<file path="src/rtl/ahb3lite_arbiter.sv">
// rtl/ahb3lite_arbiter.sv - round-robin AHB-Lite address-phase arbiter with burst locking
//
// Shares one AHB-Lite slave port between N_MASTERS requesters. The address phase is
// granted to one requester at a time; fixed-length and INCR bursts hold the grant until
// they finish (INCR is capped at MAX_INCR_BEATS beats). HMASTER_DATA trails HMASTER by
// one accepted transfer so the external data muxes follow the data-phase owner.
//
// Configuration macro: AHB_ARB_FIXED_PRIO_EN
//   undefined (default) : round-robin starting after the last winner
//   defined             : fixed priority, lowest set req index wins
//
// Ports:
//   HCLK          in   clock, all state on posedge
//   HRESETn       in   synchronous active-low reset
//   req           in   per-master request level [N_MASTERS]
//   HTRANS        in   transfer type of current owner (IDLE/BUSY/NONSEQ/SEQ)
//   HBURST        in   burst type of current owner
//   HREADY        in   slave HREADYOUT
//   HGRANT        out  one-hot address-phase grant, zero = no owner
//   HMASTER       out  address-phase owner index
//   HMASTER_DATA  out  data-phase owner index
//   bus_busy      out  high while a burst holds the bus
module ahb3lite_arbiter #(
  parameter int N_MASTERS      = 4,
  parameter int MAX_INCR_BEATS = 16,
  localparam int MW            = $clog2(N_MASTERS)
) (
  input  logic                 HCLK,
  input  logic                 HRESETn,
  input  logic [N_MASTERS-1:0] req,
  input  logic [1:0]           HTRANS,
  input  logic [2:0]           HBURST,
  input  logic                 HREADY,
  output logic [N_MASTERS-1:0] HGRANT,
  output logic [MW-1:0]        HMASTER,
  output logic [MW-1:0]        HMASTER_DATA,
  output logic                 bus_busy
);

  // Beat counter must hold the longest remaining count (15 or MAX_INCR_BEATS-1).
  localparam int CW = $clog2((MAX_INCR_BEATS > 16) ? MAX_INCR_BEATS : 16);

  localparam logic [1:0] TR_IDLE   = 2'd0;
  localparam logic [1:0] TR_BUSY   = 2'd1;
  localparam logic [1:0] TR_NONSEQ = 2'd2;
  localparam logic [1:0] TR_SEQ    = 2'd3;

  localparam logic [2:0] BU_SINGLE = 3'd0;
  localparam logic [2:0] BU_INCR   = 3'd1;
  localparam logic [2:0] BU_WRAP4  = 3'd2;
  localparam logic [2:0] BU_INCR4  = 3'd3;
  localparam logic [2:0] BU_WRAP8  = 3'd4;
  localparam logic [2:0] BU_INCR8  = 3'd5;

  typedef enum logic [1:0] {
    ST_IDLE   = 2'd0,
    ST_OWNED  = 2'd1,
    ST_LOCKED = 2'd2
  } state_t;

  state_t                 state_q, state_d;
  logic [CW-1:0]          count_q, count_d;
  logic [N_MASTERS-1:0]   grant_q;
  logic [MW-1:0]          master_q;
  logic [MW-1:0]          master_data_q;
  logic [MW-1:0]          last_winner_q;

  logic                   ap;
  logic                   found;
  logic [MW-1:0]          winner;
  logic [CW-1:0]          burst_len_m1;

  // Remaining beats after the NONSEQ of a fixed-length burst.
  always_comb begin
    burst_len_m1 = CW'(15);
    case (HBURST)
      BU_WRAP4, BU_INCR4: burst_len_m1 = CW'(3);
      BU_WRAP8, BU_INCR8: burst_len_m1 = CW'(7);
      default:            burst_len_m1 = CW'(15);
    endcase
  end

  // Winner selection. In round-robin mode the scan starts just after the last winner,
  // so the current owner is naturally the last candidate considered.
  always_comb begin
    int idx;
    found  = 1'b0;
    winner = '0;
    idx    = 0;
`ifdef AHB_ARB_FIXED_PRIO_EN
    for (int i = N_MASTERS - 1; i >= 0; i--) begin
      if (req[i]) begin
        found  = 1'b1;
        winner = MW'(i);
      end
    end
`else
    for (int i = 1; i <= N_MASTERS; i++) begin
      idx = int'(last_winner_q) + i;
      if (idx >= N_MASTERS) idx = idx - N_MASTERS;
      if (!found && req[MW'(idx)]) begin
        found  = 1'b1;
        winner = MW'(idx);
      end
    end
`endif
  end

  // Next-state logic; nothing advances while HREADY is low.
  always_comb begin
    state_d = state_q;
    count_d = count_q;
    ap      = 1'b0;
    if (HREADY) begin
      case (state_q)
        ST_IDLE: ap = 1'b1;
        ST_OWNED: begin
          if (HTRANS == TR_IDLE) begin
            ap = 1'b1;
          end else if (HTRANS == TR_NONSEQ) begin
            if (HBURST == BU_SINGLE) begin
              ap = 1'b1;
            end else if (HBURST == BU_INCR) begin
              if (MAX_INCR_BEATS == 1) begin
                ap = 1'b1;
              end else begin
                state_d = ST_LOCKED;
                count_d = CW'(MAX_INCR_BEATS - 1);
              end
            end else begin
              state_d = ST_LOCKED;
              count_d = burst_len_m1;
            end
          end
        end
        ST_LOCKED: begin
          case (HTRANS)
            TR_SEQ: begin
              if (count_q <= CW'(1)) ap = 1'b1;
              else                   count_d = count_q - CW'(1);
            end
            TR_BUSY: count_d = count_q;
            // IDLE/NONSEQ ends an INCR burst; on a fixed burst it is an early
            // termination and is treated the same way.
            default: ap = 1'b1;
          endcase
        end
        default: state_d = ST_IDLE;
      endcase
      if (ap) begin
        state_d = found ? ST_OWNED : ST_IDLE;
        count_d = '0;
      end
    end
  end

  // State register and registered outputs.
  always_ff @(posedge HCLK) begin
    if (!HRESETn) begin
      state_q       <= ST_IDLE;
      count_q       <= '0;
      grant_q       <= '0;
      master_q      <= '0;
      master_data_q <= '0;
      last_winner_q <= MW'(N_MASTERS - 1);
    end else begin
      state_q <= state_d;
      count_q <= count_d;
      if (HREADY) master_data_q <= master_q;
      if (ap) begin
        if (found) begin
          grant_q       <= {{(N_MASTERS-1){1'b0}}, 1'b1} << winner;
          master_q      <= winner;
          last_winner_q <= winner;
        end else begin
          grant_q <= '0;
        end
      end
    end
  end

  // Output logic.
  always_comb begin
    HGRANT       = grant_q;
    HMASTER      = master_q;
    HMASTER_DATA = master_data_q;
    bus_busy     = (state_q == ST_LOCKED);
  end

endmodule

</file>
<file path="config.mk">
export PLATFORM = sky130hd
export DESIGN_NAME = ahb3lite_arbiter
export DESIGN_NICKNAME = d
export VERILOG_FILES = /design/src/rtl/ahb3lite_arbiter.sv
export SDC_FILE = /design/constraint.sdc
export NUM_CORES = 1
export LEC_CHECK = 0
export ABC_AREA = 1
export CORE_MARGIN = 5
export CORE_UTILIZATION = 46
export CTS_CLUSTER_DIAMETER = 80
export CTS_CLUSTER_SIZE = 25
export DETAILED_ROUTE_END_ITERATION = 10
export GPL_ROUTABILITY_DRIVEN = 0
export PLACE_DENSITY = 0.85
export SLEW_MARGIN = 5
export SYNTH_ARGS = -nofsm -noshare
export SYNTH_HDL_FRONTEND = slang
export SYNTH_SLANG_ARGS = --single-unit
</file>
<file path="constraint.sdc">
create_clock -name HCLK -period 1.5 [get_ports HCLK]
set_input_delay 0.3 -clock HCLK [delete_from_list [all_inputs] [get_ports HCLK]]
set_output_delay 0.3 -clock HCLK [all_outputs]
set_load 0.02 [all_outputs]
</file>
Word-level counts from Yosys, hierarchy flattened

Index checks and enable logic that the tools add are counted.

Bits of input ports: 12
Logic and storage cells: 105
Output and inout port bits: 9
Register bits after elaboration: 16

Order comparisons: 9
Mux-type cells: 48
Add/sub/neg operators: 9
Reduce and logical (&&, ||, !) cells: 16
Equality and inequality tests: 16
Shift-type cells: 1

Operator list:

| cell                                                                             | number |
|---|---|
| 4-bit 2-to-1 mux                                                                 | 8 |
| 2-bit 2-to-1 mux                                                                 | 12 |
| 1-bit 2-to-1 mux                                                                 | 19 |
| 2-bit by 4-bit less-than comparator with 1-bit output, second input constant     | 4 |
| 4-bit one-hot mux with 2 select lines                                            | 2 |
| 3-bit >= comparator, second input constant                                       | 3 |
| 3-bit != test, second input constant                                             | 3 |
| 1-bit binary-select mux with 2-bit select                                        | 4 |
| 2-bit by 1-bit subtractor with 2-bit output, second input constant               | 4 |
| 7-bit AND reduction                                                              | 1 |
| 2-bit by 2-bit adder with 3-bit output, second input constant                    | 2 |
| 2-bit equality test, second input constant                                       | 3 |
| 3-bit by 2-bit equality test with 1-bit output, second input constant            | 2 |
| 3-bit equality test, second input constant                                       | 2 |
| 2-bit OR reduction                                                               | 3 |
| 5-bit AND reduction                                                              | 1 |
| 2-bit by 3-bit adder with 4-bit output, second input constant                    | 1 |
| 2-bit by 1-bit equality test with 1-bit output, second input constant            | 2 |
| 4-bit by 3-bit >= comparator with 1-bit output, second input constant            | 1 |
| 4-bit by 1-bit less-or-equal comparator with 1-bit output, second input constant | 1 |
| 2-bit zero test                                                                  | 2 |
| 2-bit one-hot mux with 2 select lines                                            | 1 |
| 1-bit by 2-bit << shifter with 4-bit output, first input constant                | 1 |
| 4-bit by 1-bit subtractor with 4-bit output, second input constant               | 1 |
| 12 further kinds                                                                 | 16 |

Logic depth before layout (Yosys ltp)

Gate-level depths: netlist (run 1).

Depth in word-level cells: 18
Gate-level depth with buffers: 14
Gate-level depth less buffers: 14

Worst setup path before layout (run 1)

No wires, ideal clock.

Path type: flip-flop to flip-flop
From: register count_q[0]
To: register count_q[0]
Stages on the path, launching flop included: 15
Setup time: 116 ps
Arrival: 1510 ps
Period minus slack after synthesis: 1626 ps
Data required time: 1384 ps
Path buffers: 0
Path slack: -126 ps
Cells stage by stage: dfxtp_1 inv_1 ha_1 inv_1 nand2_1 nand3_1 nand3_1 nand2_1 nand2_1 inv_1 nand3_1 nand2_1 inv_1 nor2_1 nor2_1

Longest elaborated chain between the ends: 7
Elaborated cells on any way between the ends: 17
Classes of those cells: 1 x add/sub; 1 x order compare; 5 x eq/ne; 8 x mux; 2 x reduce/logical

Ends and longest elaborated chain:

| item                                                                       | RTL line | source |
|---|---|---|
| from (decl)                                                                | 62       | `logic [CW-1:0] count_q, count_d;` |
| from (signal assigned)                                                     | 168      | `count_q <= count_d;` |
| 4-bit by 1-bit less-or-equal comparator with 1-bit output                  | 139      | `if (count_q <= CW'(1)) ap = 1'b1;` |
| 1-bit 2-to-1 mux                                                           | 139      |  |
| 1-bit one-hot mux with 2 select lines                                      | 137      | `case (HTRANS)` |
| 1-bit one-hot mux with 3 select lines                                      | 115      | `case (state_q)` |
| 1-bit 2-to-1 mux                                                           | 114      | `if (HREADY) begin` |
| 3-bit by 1-bit != test with 1-bit output (no line) (tied with other cells) | --       |  |
| 7-bit AND reduction (no line)                                              | --       |  |

Parallel ways exist; a longest one is shown, timed or not. The select of a mux whose other input is x is not followed.
A chain may end at the register's enable or synchronous reset.

Final worst setup path (run 1)

From: input port req[0]
To: register grant_q[2], in the netlist HGRANT[2]

Longest elaborated chain between the ends: 15
Elaborated cells on any way between the ends: 28
Classes of those cells: 1 x shift; 21 x mux; 6 x reduce/logical

Ends and longest elaborated chain:

| item                                                | RTL line | source |
|---|---|---|
| from (decl)                                         | 30       | `input logic [N_MASTERS-1:0] req,` |
| 1-bit binary-select mux with 2-bit select           | 101      | `if (!found && req[MW'(idx)]) begin` |
| 1-bit 2-to-1 mux (implied by the code) (2 in a row) | 101      |  |
| 1-bit 2-to-1 mux                                    | 101      |  |
| 1-bit zero test                                     | 101      |  |
| 1-bit logical AND                                   | 101      |  |
| 1-bit 2-to-1 mux                                    | 101      |  |
| 1-bit zero test                                     | 101      |  |
| 1-bit logical AND                                   | 101      |  |
| 1-bit 2-to-1 mux                                    | 101      |  |
| 1-bit zero test                                     | 101      |  |
| 1-bit logical AND                                   | 101      |  |
| 2-bit 2-to-1 mux                                    | 101      |  |
| 1-bit by 2-bit << shifter with 4-bit output         | 172      | `grant_q <= {{(N_MASTERS-1){1'b0}}, 1'b1} << winner;` |
| 4-bit 2-to-1 mux (*)                                | 171      | `if (found) begin` |
| to (signal assigned)                                | 172      |  |
| to (decl)                                           | 63       | `logic [N_MASTERS-1:0] grant_q;` |

Mark *: on every way between the ends. The rest lies on a longest branch, timed or not. The select of a mux whose other input is x is not followed.

==> metrics.txt, run 1 <==
outcome complete, but fails checks; failing checks negative setup slack; synth top area cells dfxtp_1 29%, nand2_1 18%, inv_1 8.4%, nand3_1 6.7%, a21oi_1 5.8%; die area between 3000 and 4000 um2; Pre-antenna DRT Iters 4; layout cell share with drive strength beyond 1 between 40 and 50%; worst hold start HGRANT[1]; Crit Path Max Fanout 4; initial antenna violation count 0; Starting DRT DRC Count 38; R2R Setup Slk -0.16 ns; Rows 18; Initial Utilization between 40% and 50%; CTS Buf Count 3; Mapped Cells between 150 and 200; Critical Path Start Type primary input; Pleak 0.870 nW; synth warn 0; largest net degree at the start of global routing 9; hold crit path type flop to flop; Async SR Flop Fraction 0%; vias in the first global route between 1k and 1.5k; sequential element share of the synthesized area between 20 and 30%; final hold violations 0; Detailed Place HPWL 2.12 mm; Switching Share 46.7%; Critical R2R Launch last_winner_q[0]; Yosys reg bits 16; largest area contributor in the netlist dfxtp_1; Clk pwr share between 10% and 20%; P_sw approximately 0.001 W; Routed Antenna Nets 0; combinational share of power roughly 63%; worst hold margin between 0.4 and 0.5 ns; setup repair after global routing missed its margin yes; CP Capture Type flop; Max Clk Rate around 600 MHz; Reg clk slew, reported paths 0.09 ns; n_diodes 0; Tightest Pin Transition ~0.34 ns; Die Width 59.4 um; Final min period approximately 1.7 ns; final slew viol count 0; most common cell in the netlist nand2_1; CTS H-Tree Depth 1; Global Route Usage Sum around 18%; Req. time, crit path approximately 1.7 ns; Post-synth EDFFs 0; worst path arrival time 1.88 ns; maximum VDD drop approximately 920 uV; synth cell count leaders 54 x nand2_1, 25 x inv_1, 16 x dfxtp_1; Area after DPL between 1500 and 2000 um2; Final setup violation count 12; Routed WL 3.20 mm; Register Area between 300 and 400 um2; post-synthesis cell area between 1000 and 1500 um2; CTS sink count 16; average size of a mapped cell ~6.3 um2; Final WS setup -0.168 ns; total power 0.00209 W; clk_lat worst skew ~0.28 ns; core box area between 2000 and 2500 um2; Reg power frac 26.6%; wire per inst ~13 um; slew margin rel. roughly 77%; Post-Layout Inst Area 1740 um2; Synth top area share between 20 and 30%; final core utilization between 70% and 80%; GR Overflow Total 0; Mapped Nets 194; Fin Setup TNS -1.00 ns; ys flop type dfxtp_1; Vias/cell 4.96; clock buffer depth 2; FF-to-FF End HGRANT[2]; drt drc 0; pwr/cell area 1200 nW/um2; Netlist cell types 21; area grow syn2layout 55.0%; Int Power about 0.0011 W; Worst Reg-to-Reg Cells 13; Clock Skew 0.00272 ns; Clk Tree Root Cell clkbuf_4; CTS tree built; first-pass GRT wire length 4.93 mm; Fill cells 181; IO Port Bufs 20; hold worst-path end HGRANT[1]; detailed-route via count 1256; fin crit share 111%; IO Pins 21; nets 240; WS Path Type primary input to flop; worst hold path depth 2; area of the multi-input gates 846 um2; Max Cap Violations 0; Die Span Y approximately 59 um
-- through the flow --
step,instances,worst slack [ns]
after floorplan,179,0.0259
after global placement,247,-0.328
after detailed placement,247,-0.374
after CTS,251,-0.0833
after global routing,253,-0.275
final,253,-0.168
-- power by group through the flow --
stage                     registers, W  clock network [W]  logic [W]
after global routing          0.000568           0.000251    0.00143
after CTS                     0.000555           0.000230    0.00112
after floorplan               0.000603                  0   0.000662
after detailed placement      0.000555                  0    0.00106
after global placement        0.000556                  0    0.00104
final                         0.000558           0.000222    0.00131
-- placed cells by master (no fill, tap or decap), types with 5 or more instances in the layout --
| cell | instances |
|---|---|
| o21ai_0 | 6 |
| nand2_4 | 10 |
| dlygate4sd2_1 | 9 |
| clkdlybuf4s50_1 | 9 |
| nand3_1 | 10 |
| nand2_2 | 18 |
| nand2_1 | 38 |
| a21oi_1 | 10 |
| dfxtp_1 | 13 |
| buf_4 | 21 |
| inv_1 | 17 |
| inv_2 | 7 |
| nor2_4 | 5 |
| nor2_1 | 14 |
-- registers in the layout, summed over array words and instances (netlist names) --
register and cells:
last_winner_q 2, HGRANT 4, state_q 2, HMASTER 2
count_q 4, HMASTER_DATA 2
-- cell families after synthesis --
family / synth area share (%)
buffers and inverters: 12.0
flip-flops: 28.5
AND/OR/NAND/NOR: 43.0
AO/OA/AOI/OAI: 13.1
adder cells (fa/ha/maj): 3.34
-- how the worst max path moves through the flow --
stage | from | to | depth (start not counted)
global route | last_winner_q[0] | HGRANT[2] | 13
floorplan | count_q[0] | count_q[0] | 14
CTS | count_q[0] | HMASTER[1] | 12
detailed placement | req[0] | last_winner_q[1] | 12
global placement | req[0] | last_winner_q[1] | 12
finish | req[0] | HGRANT[2] | 12
-- final cells by class --
| type | count | area share [%] |
|---|---|---|
| inverter | 29 | 7.26 |
| timing repair buffer | 43 | 22.0 |
| clock buffer | 3 | 1.29 |
| tap | 30 | 2.16 |
| multi-input combinational | 132 | 48.6 |
| sequential | 16 | 18.7 |
-- metal layers --
metal,share of wire [%],routed length (um),up-vias,GRT usage (%)
met5,0,0,-,0
met4,0.91,29,0,6.15
met3,4.9,156,4,3.27
met2,53,1690,31,30.3
met1,41,1330,572,22.4
li1,-,-,649,-
-- critical path: stages --
cell	delay (ns)
clkdlybuf4s50_1	0.45
nand2_1	0.13
nand2_4	0.07
nand2_1	0.10
nand2_1	0.10
inv_1	0.13
nand2_2	0.08
nor2_4	0.12
nor2_4	0.06
nor2_4	0.12
nand2_2	0.08
a21oi_2	0.14
-- repair_timing --
| item | 4_1_cts | 5_1_grt |
|---|---|---|
| pin swaps | 7 | 21 |
| gates resized for setup | 31 | 34 |
| setup buffers | 1 | 2 |
| hold buffers | 0 | 0 |
| setup endpoints to repair | 23 | 14 |
Note: power is estimated with default switching activity, not from simulation.
==> inputs of run 2 (changes only) <==
- ABC_AREA: 1 -> default
- CORE_UTILIZATION: 46 -> 44
- PLACE_DENSITY: 0.85 -> 0.84
==> metrics.txt, run 2 <==
most used cell, CP buf_4; critical path cell sequence buf_4 > buf_4 > nor4_4 > mux2i_1 > or3_1 > a21boi_1 (was clkdlybuf4s50_1 > nand2_1 > nand2_4 > nand2_1 > nand2_1 > inv_1 > nand2_2 > nor2_4 > nor2_4 > nor2_4 > nand2_2 > a21oi_2); most frequent cells in the layout 26 x buf_4, 14 x nand2_1, 11 x dfxtp_1, 10 x dlygate4sd2_1, 8 x clkdlybuf4s50_1 (was 38 x nand2_1, 21 x buf_4, 18 x nand2_2, 17 x inv_1, 14 x nor2_1); synth cell count leaders 16 x dfxtp_1, 15 x nand2_1, 8 x inv_1 (was 54 x nand2_1, 25 x inv_1, 16 x dfxtp_1); pwr/cell area 759 nW/um2 (was 1200 nW/um2); Mapped Nets 124 (was 194); hold worst-path end HMASTER[1] (was HGRANT[1]); Detailed Place HPWL 1.90 mm (was 2.12 mm); layout cell share with drive strength beyond 1 43.0% (was 40.4%); Synth top area share 33.1% (was 28.5%); slowest stage delay, CP 0.38 ns (was 0.45 ns); CP max stage cell or3_1 (was clkdlybuf4s50_1); CP Capture Type flop (unchanged); Critical Path Start Type flop (was primary input); final std cells w/o fill 186 (was 253); Final min period 1.61 ns (was 1.67 ns); die area 3240 um2 (was 3530 um2); Vias/cell 5.38 (was 4.96); initial antenna violation count 0 (unchanged); Yosys reg bits 16 (unchanged); wire per inst 15.1 um (was 12.7 um); post-synthesis cell area 967 um2 (was 1120 um2); Final WS setup -0.113 ns (was -0.168 ns); Clock Skew 0.00727 ns (was 0.00272 ns); Die Width 56.9 um (was 59.4 um); Critical R2R Launch count_q[3] (was last_winner_q[0]); Post-Place Cells 179 (was 247); Starting DRT DRC Count 26 (was 38); Pre-antenna DRT Iters 4 (unchanged); slew margin rel. 82.8% (was 77.1%); Die Span Y 56.9 um (was 59.4 um); Synth Area in Compound Gates 21.9% (was 13.1%); Async SR Flop Fraction 0% (unchanged); detailed-route via count 1001 (was 1256); CTS sink count 16 (unchanged); outcome complete, but fails checks (unchanged); Register Area 332 um2 (was 327 um2); Clk Tree Root Cell clkbuf_4 (unchanged); IO Pins 21 (unchanged); Final setup violation count 12 (unchanged); fin crit share 108% (was 111%); Area after DPL 1400 um2 (was 1520 um2); setup repair after global routing missed its margin yes (unchanged); drt drc 0 (unchanged); CTS H-Tree Depth 1 (unchanged); Req. time, crit path 1.73 ns (was 1.72 ns); Post-Synth Adder-Cell Area 3.88% (was 3.34%); failing checks negative setup slack (unchanged); Initial Utilization 45.0% (was 46.6%); first-pass GRT wire length 4.48 mm (was 4.93 mm); crit path buf inv count 2 (unchanged); WS Path Type flop to flop (was primary input to flop); mux share of post-synthesis cell area 4.14% (was 0%); IO Port Bufs 20 (unchanged); Synth Area in XOR/XNOR 0.906% (was 0%); Routed WL 2.81 mm (was 3.20 mm); nets 174 (was 240); largest family of logic cells by synthesized area simple AND/OR/NAND/NOR gates (unchanged); n_diodes 0 (unchanged); clk_lat worst skew 0.30 ns (was 0.28 ns); commonest non-fill, non-tap cell in the layout buf_4 (was nand2_1); largest area contributor in the netlist dfxtp_1 (unchanged); Mapped Cells 109 (was 179); worst path arrival time 1.84 ns (was 1.88 ns); worst hold start HMASTER[1] (was HGRANT[1]); sequential element share of the synthesized area 33.1% (was 28.5%); final hold violations 0 (unchanged); Netlist cell types 41 (was 21); core box area 2150 um2 (was 2410 um2); Fin Setup TNS -0.903 ns (was -1.00 ns); Tightest Pin Transition 0.257 ns (was 0.342 ns); simple-gate portion of the synthesized area 28.7% (was 43.0%); Worst Reg-to-Reg Cells 6 (was 13); GR Overflow Total 0 (unchanged); area grow syn2layout 59.2% (was 55.0%); vias in the first global route 1031 (was 1193); FF-to-FF End count_q[3] (was HGRANT[2]); average size of a mapped cell 8.87 um2 (was 6.28 um2); area of the multi-input gates 688 um2 (was 846 um2); CTS tree built (unchanged); clock buffer depth 2 (unchanged); Max Cap Violations 0 (unchanged); Fill cells 144 (was 181); Max Clk Rate 620 MHz (was 600 MHz); most common cell in the netlist dfxtp_1 (was nand2_1); Global Route Usage Sum 17.5% (was 17.8%); largest net degree at the start of global routing 17 (was 9); Top Family by Delay on Critical Path simple AND/OR/NAND/NOR gates (unchanged); hold crit path type flop to flop (unchanged); CTS Buf Count 3 (unchanged); Rows 17 (was 18); synth warn 0 (unchanged); worst hold path depth 2 (unchanged); final slew viol count 0 (unchanged); pre-CTS setup slack -0.436 ns (was -0.374 ns); Crit Path Max Fanout 3 (was 4); Routed Antenna Nets 0 (unchanged); synth top area cells dfxtp_1 33%, nand2_1 5.8%, mux2i_1 4.1%, ha_1 3.9%, o32ai_1 3.6% (was dfxtp_1 29%, nand2_1 18%, inv_1 8.4%, nand3_1 6.7%, a21oi_1 5.8%); Reg clk slew, reported paths 0.10 ns (was 0.09 ns); ys flop type dfxtp_1 (unchanged); Pleak 0.685 nW (was 0.870 nW); maximum VDD drop 443 uV (was 922 uV); Post-Layout Inst Area 1540 um2 (was 1740 um2); Post-synth EDFFs 0 (unchanged); R2R Setup Slk -0.11 ns (was -0.16 ns)
==> run 2: through the flow <==
stage                     total power, W  util, %  hold slack, ns
final                            0.00117     71.7           0.502
after detailed placement        0.000834     65.1           0.470
after global placement          0.000820     65.1           0.466
after floorplan                 0.000670        -           0.443
after global routing             0.00123     71.7           0.529
after CTS                        0.00114     69.0           0.480
==> run 2: worst max-delay path by stage <==
stage	slack, ns	startpoint	cells past startpoint	endpoint
after detailed placement	-0.44	HTRANS[1]	7	count_q[2]
after global placement	-0.40	HTRANS[1]	7	count_q[2]
after floorplan	-0.10	state_q[0]	6	HGRANT[0]
after global routing	-0.22	count_q[3]	6	count_q[3]
after CTS	-0.09	count_q[0]	7	count_q[2]
final	-0.11	count_q[3]	6	count_q[3]
==> run 2: cells by family after synthesis <==
logic type | count (synthesis)
muxes | 4
and+or+nand+nor | 44
xor gates and xnor gates | 1
adders and majority gates | 3
buffers and inverters | 12
AOI/OAI and AO/OA | 29
DFF | 16
==> run 2: report_power, final <==
group	switching (W)	leakage, nW	internal, W
combinational	0.000190	0.530	0.000199
clock	0.000148	0.0210	0.000148
sequential	0.0000287	0.134	0.000454
==> run 2: final cells by class <==
| type | instances | share of cell area [%] |
|---|---|---|
| repair buffers | 49 | 26.9 |
| flip-flops and latches | 16 | 21.5 |
| inverters | 8 | 2.27 |
| clock buffers | 4 | 2.36 |
| well taps | 28 | 2.27 |
| multi-input cells | 81 | 44.7 |
==> run 2: routing by layer <==
layer  vias up  routed length, um  track usage (%)
li1        491                  -                -
met1       482               1190             19.6
met2        20               1450             29.9
met3         8                 91             3.22
met4         0                 85             11.3
met5         -                  0                0
==> run 2: tightest hold or removal path, stage by stage (launching register included) <==
cell	delay [ns]
dfxtp_1	0.33
nand2_1	0.07
o22ai_1	0.07
==> run 2: what timing repair did <==
| action | CTS | global route |
|---|---|---|
| buffers inserted | 2 | 1 |
| setup endpoints to repair | 21 | 14 |
| pin swaps | 18 | 7 |
| hold buffers | 0 | 0 |
| cloned | 0 | 0 |
| endpoints found under the hold margin | 0 | 0 |
| gates resized for setup | 24 | 15 |
==> inputs of run 3 (changes only) <==
- CELL_PAD_IN_SITES_DETAIL_PLACEMENT: default -> 1
- CELL_PAD_IN_SITES_GLOBAL_PLACEMENT: default -> 2
- CORE_UTILIZATION: 44 -> 26
- PLACE_DENSITY: 0.84 -> 0.83
==> metrics.txt, run 3 (synthesized netlist as in run 2, its figures left out) <==
IO Pins 21 (unchanged); hold_buf cts 0 (unchanged); Crit Path Max Fanout 6 (was 3); largest net degree at the start of global routing 17 (unchanged); n_diodes 0 (unchanged); clock buffer depth 2 (unchanged); worst path arrival time 1.76 ns (was 1.84 ns); Fill cells 441 (was 144); CTS H-Tree Depth 1 (unchanged); final slew viol count 0 (unchanged); Initial Utilization 26.6% (was 45.0%); final core utilization 43.6% (was 71.7%); Clk pwr share 30.9% (was 25.4%); Pre-antenna DRT Iters 4 (unchanged); pre-CTS setup slack -0.445 ns (was -0.436 ns); WS Path Type flop to flop (unchanged); drt drc 0 (unchanged); core box area 3630 um2 (was 2150 um2); initial antenna violation count 0 (unchanged); fin crit share 107% (was 108%); area grow syn2layout 63.9% (was 59.2%); Vias/cell 4.77 (was 5.38); Final setup violation count 12 (unchanged); wire per inst 14.5 um (was 15.1 um); Clk Tree Root Cell clkbuf_8 (was clkbuf_4); maximum VDD drop 352 uV (was 443 uV); Tightest Pin Transition 0.272 ns (was 0.257 ns); Reg clk slew, reported paths 0.07 ns (was 0.10 ns); Reg power frac 38.1% (was 41.3%); Final min period 1.60 ns (was 1.61 ns); outcome complete, but fails checks (unchanged); CP max stage cell or3_4 (was or3_1); slowest stage delay, CP 0.37 ns (was 0.38 ns); failing checks negative setup slack (unchanged); final hold violations 0 (unchanged); Pleak 0.711 nW (was 0.685 nW); Max Cap Violations 0 (unchanged); Routed WL 2.98 mm (was 2.81 mm); Max Clk Rate 624 MHz (was 620 MHz); Starting DRT DRC Count 50 (was 26); Final WS setup -0.103 ns (was -0.113 ns); setup repair after global routing missed its margin yes (unchanged); Top Family by Delay on Critical Path simple AND/OR/NAND/NOR gates (unchanged); Int Power 0.000885 W (was 0.000802 W); die area 5040 um2 (was 3240 um2); nets 174 (unchanged); Routed Antenna Nets 0 (unchanged); Critical Path Start Type flop (unchanged); most frequent cells in the layout 28 x buf_4, 14 x nand2_1, 13 x dlygate4sd2_1, 12 x dfxtp_1, 6 x inv_1 (was 26 x buf_4, 14 x nand2_1, 11 x dfxtp_1, 10 x dlygate4sd2_1, 8 x clkdlybuf4s50_1); P_sw 0.000376 W (was 0.000367 W); Detailed Place HPWL 2.33 mm (was 1.90 mm); pwr/cell area 795 nW/um2 (was 759 nW/um2); crit path buf inv count 0 (was 2); hold crit path type flop to flop (unchanged); Rows 22 (was 17); first-pass GRT wire length 5.14 mm (was 4.48 mm); total power 0.00126 W (was 0.00117 W); worst hold margin 0.491 ns (was 0.502 ns); CTS Buf Count 3 (unchanged); CTS tree built (unchanged); Clock Skew 0.00676 ns (was 0.00727 ns); Global Route Usage Sum 12.6% (was 17.5%); critical path cell sequence or3_4 > o221a_4 > nor2_8 > nand4_4 > o32ai_2 (was buf_4 > buf_4 > nor4_4 > mux2i_1 > or3_1 > a21boi_1); GR Overflow Total 0 (unchanged); detailed-route via count 982 (was 1001); slew margin rel. 81.8% (was 82.8%); Die Span Y 71.0 um (was 56.9 um); combinational share of power 31.0% (was 33.3%); Die Width 71.0 um (was 56.9 um); commonest non-fill, non-tap cell in the layout buf_4 (unchanged); IO Port Bufs 20 (unchanged); clk_lat worst skew 0.25 ns (was 0.30 ns); Req. time, crit path 1.65 ns (was 1.73 ns); CTS sink count 16 (unchanged); vias in the first global route 1077 (was 1031); Switching Share 29.8% (was 31.4%); CP Capture Type flop (unchanged); Post-Place Cells 201 (was 179); layout cell share with drive strength beyond 1 43.7% (was 43.0%); final std cells w/o fill 206 (was 186)
[run 3: stage by stage]
step / cell area [um2] / TNS [ns]
after floorplan: 1010 / -0.444
after global placement: 1440 / -4.48
after detailed placement: 1440 / -5.15
after CTS: 1560 / -0.827
after global routing: 1590 / -1.70
final: 1590 / -0.696
[run 3: final cells by class]
cell class / instances / area (um2) / share of cell area (%)
inverter: 8 / 32.5 / 2.05
multi-input combinational: 81 / 699 / 44.1
sequential: 16 / 328 / 20.7
timing repair buffer: 49 / 410 / 25.9
clock buffer: 4 / 55.1 / 3.47
tap: 48 / 60.1 / 3.79
[run 3: power by group through the flow]
stage | Sequential [W] | Clock [W] | Combinational [W]
2_1_floorplan | 0.000506 | 0 | 0.000164
3_3_place_gp | 0.000487 | 0 | 0.000349
3_5_place_dp | 0.000489 | 0 | 0.000363
4_1_cts | 0.000480 | 0.000403 | 0.000388
5_1_grt | 0.000485 | 0.000428 | 0.000428
6_report | 0.000481 | 0.000389 | 0.000391
[run 3: worst min-delay path: stages (launching register included)]
cell	delay (ns)
dfxtp_1	0.31
nand2_1	0.07
o32ai_2	0.07
[run 3: path summary, 6_finish.rpt]
check	slack, ns	endpoint	from	depth (start not counted)
worst max-delay path	-0.10	HGRANT[2]	count_q[3]	5
worst max register to register	-0.10	HGRANT[2]	count_q[3]	5
worst min register to register	0.49	HGRANT[0]	HGRANT[0]	2
worst min-delay path	0.49	HGRANT[0]	HGRANT[0]	2
[run 3: layer usage]
layer	track usage (%)	vias to the layer above	routed length, um
met5	0	-	0
met4	4.80	0	33
met3	1.56	4	43
met2	22.7	13	1560
met1	15.2	472	1350
li1	-	493	-
[run 3: what timing repair did]
action,4_1_cts,5_1_grt
hold endpoints to repair,0,0
setup buffers,1,0
resized for setup,33,7
pin swaps,16,6
endpoints found under the setup margin,19,15
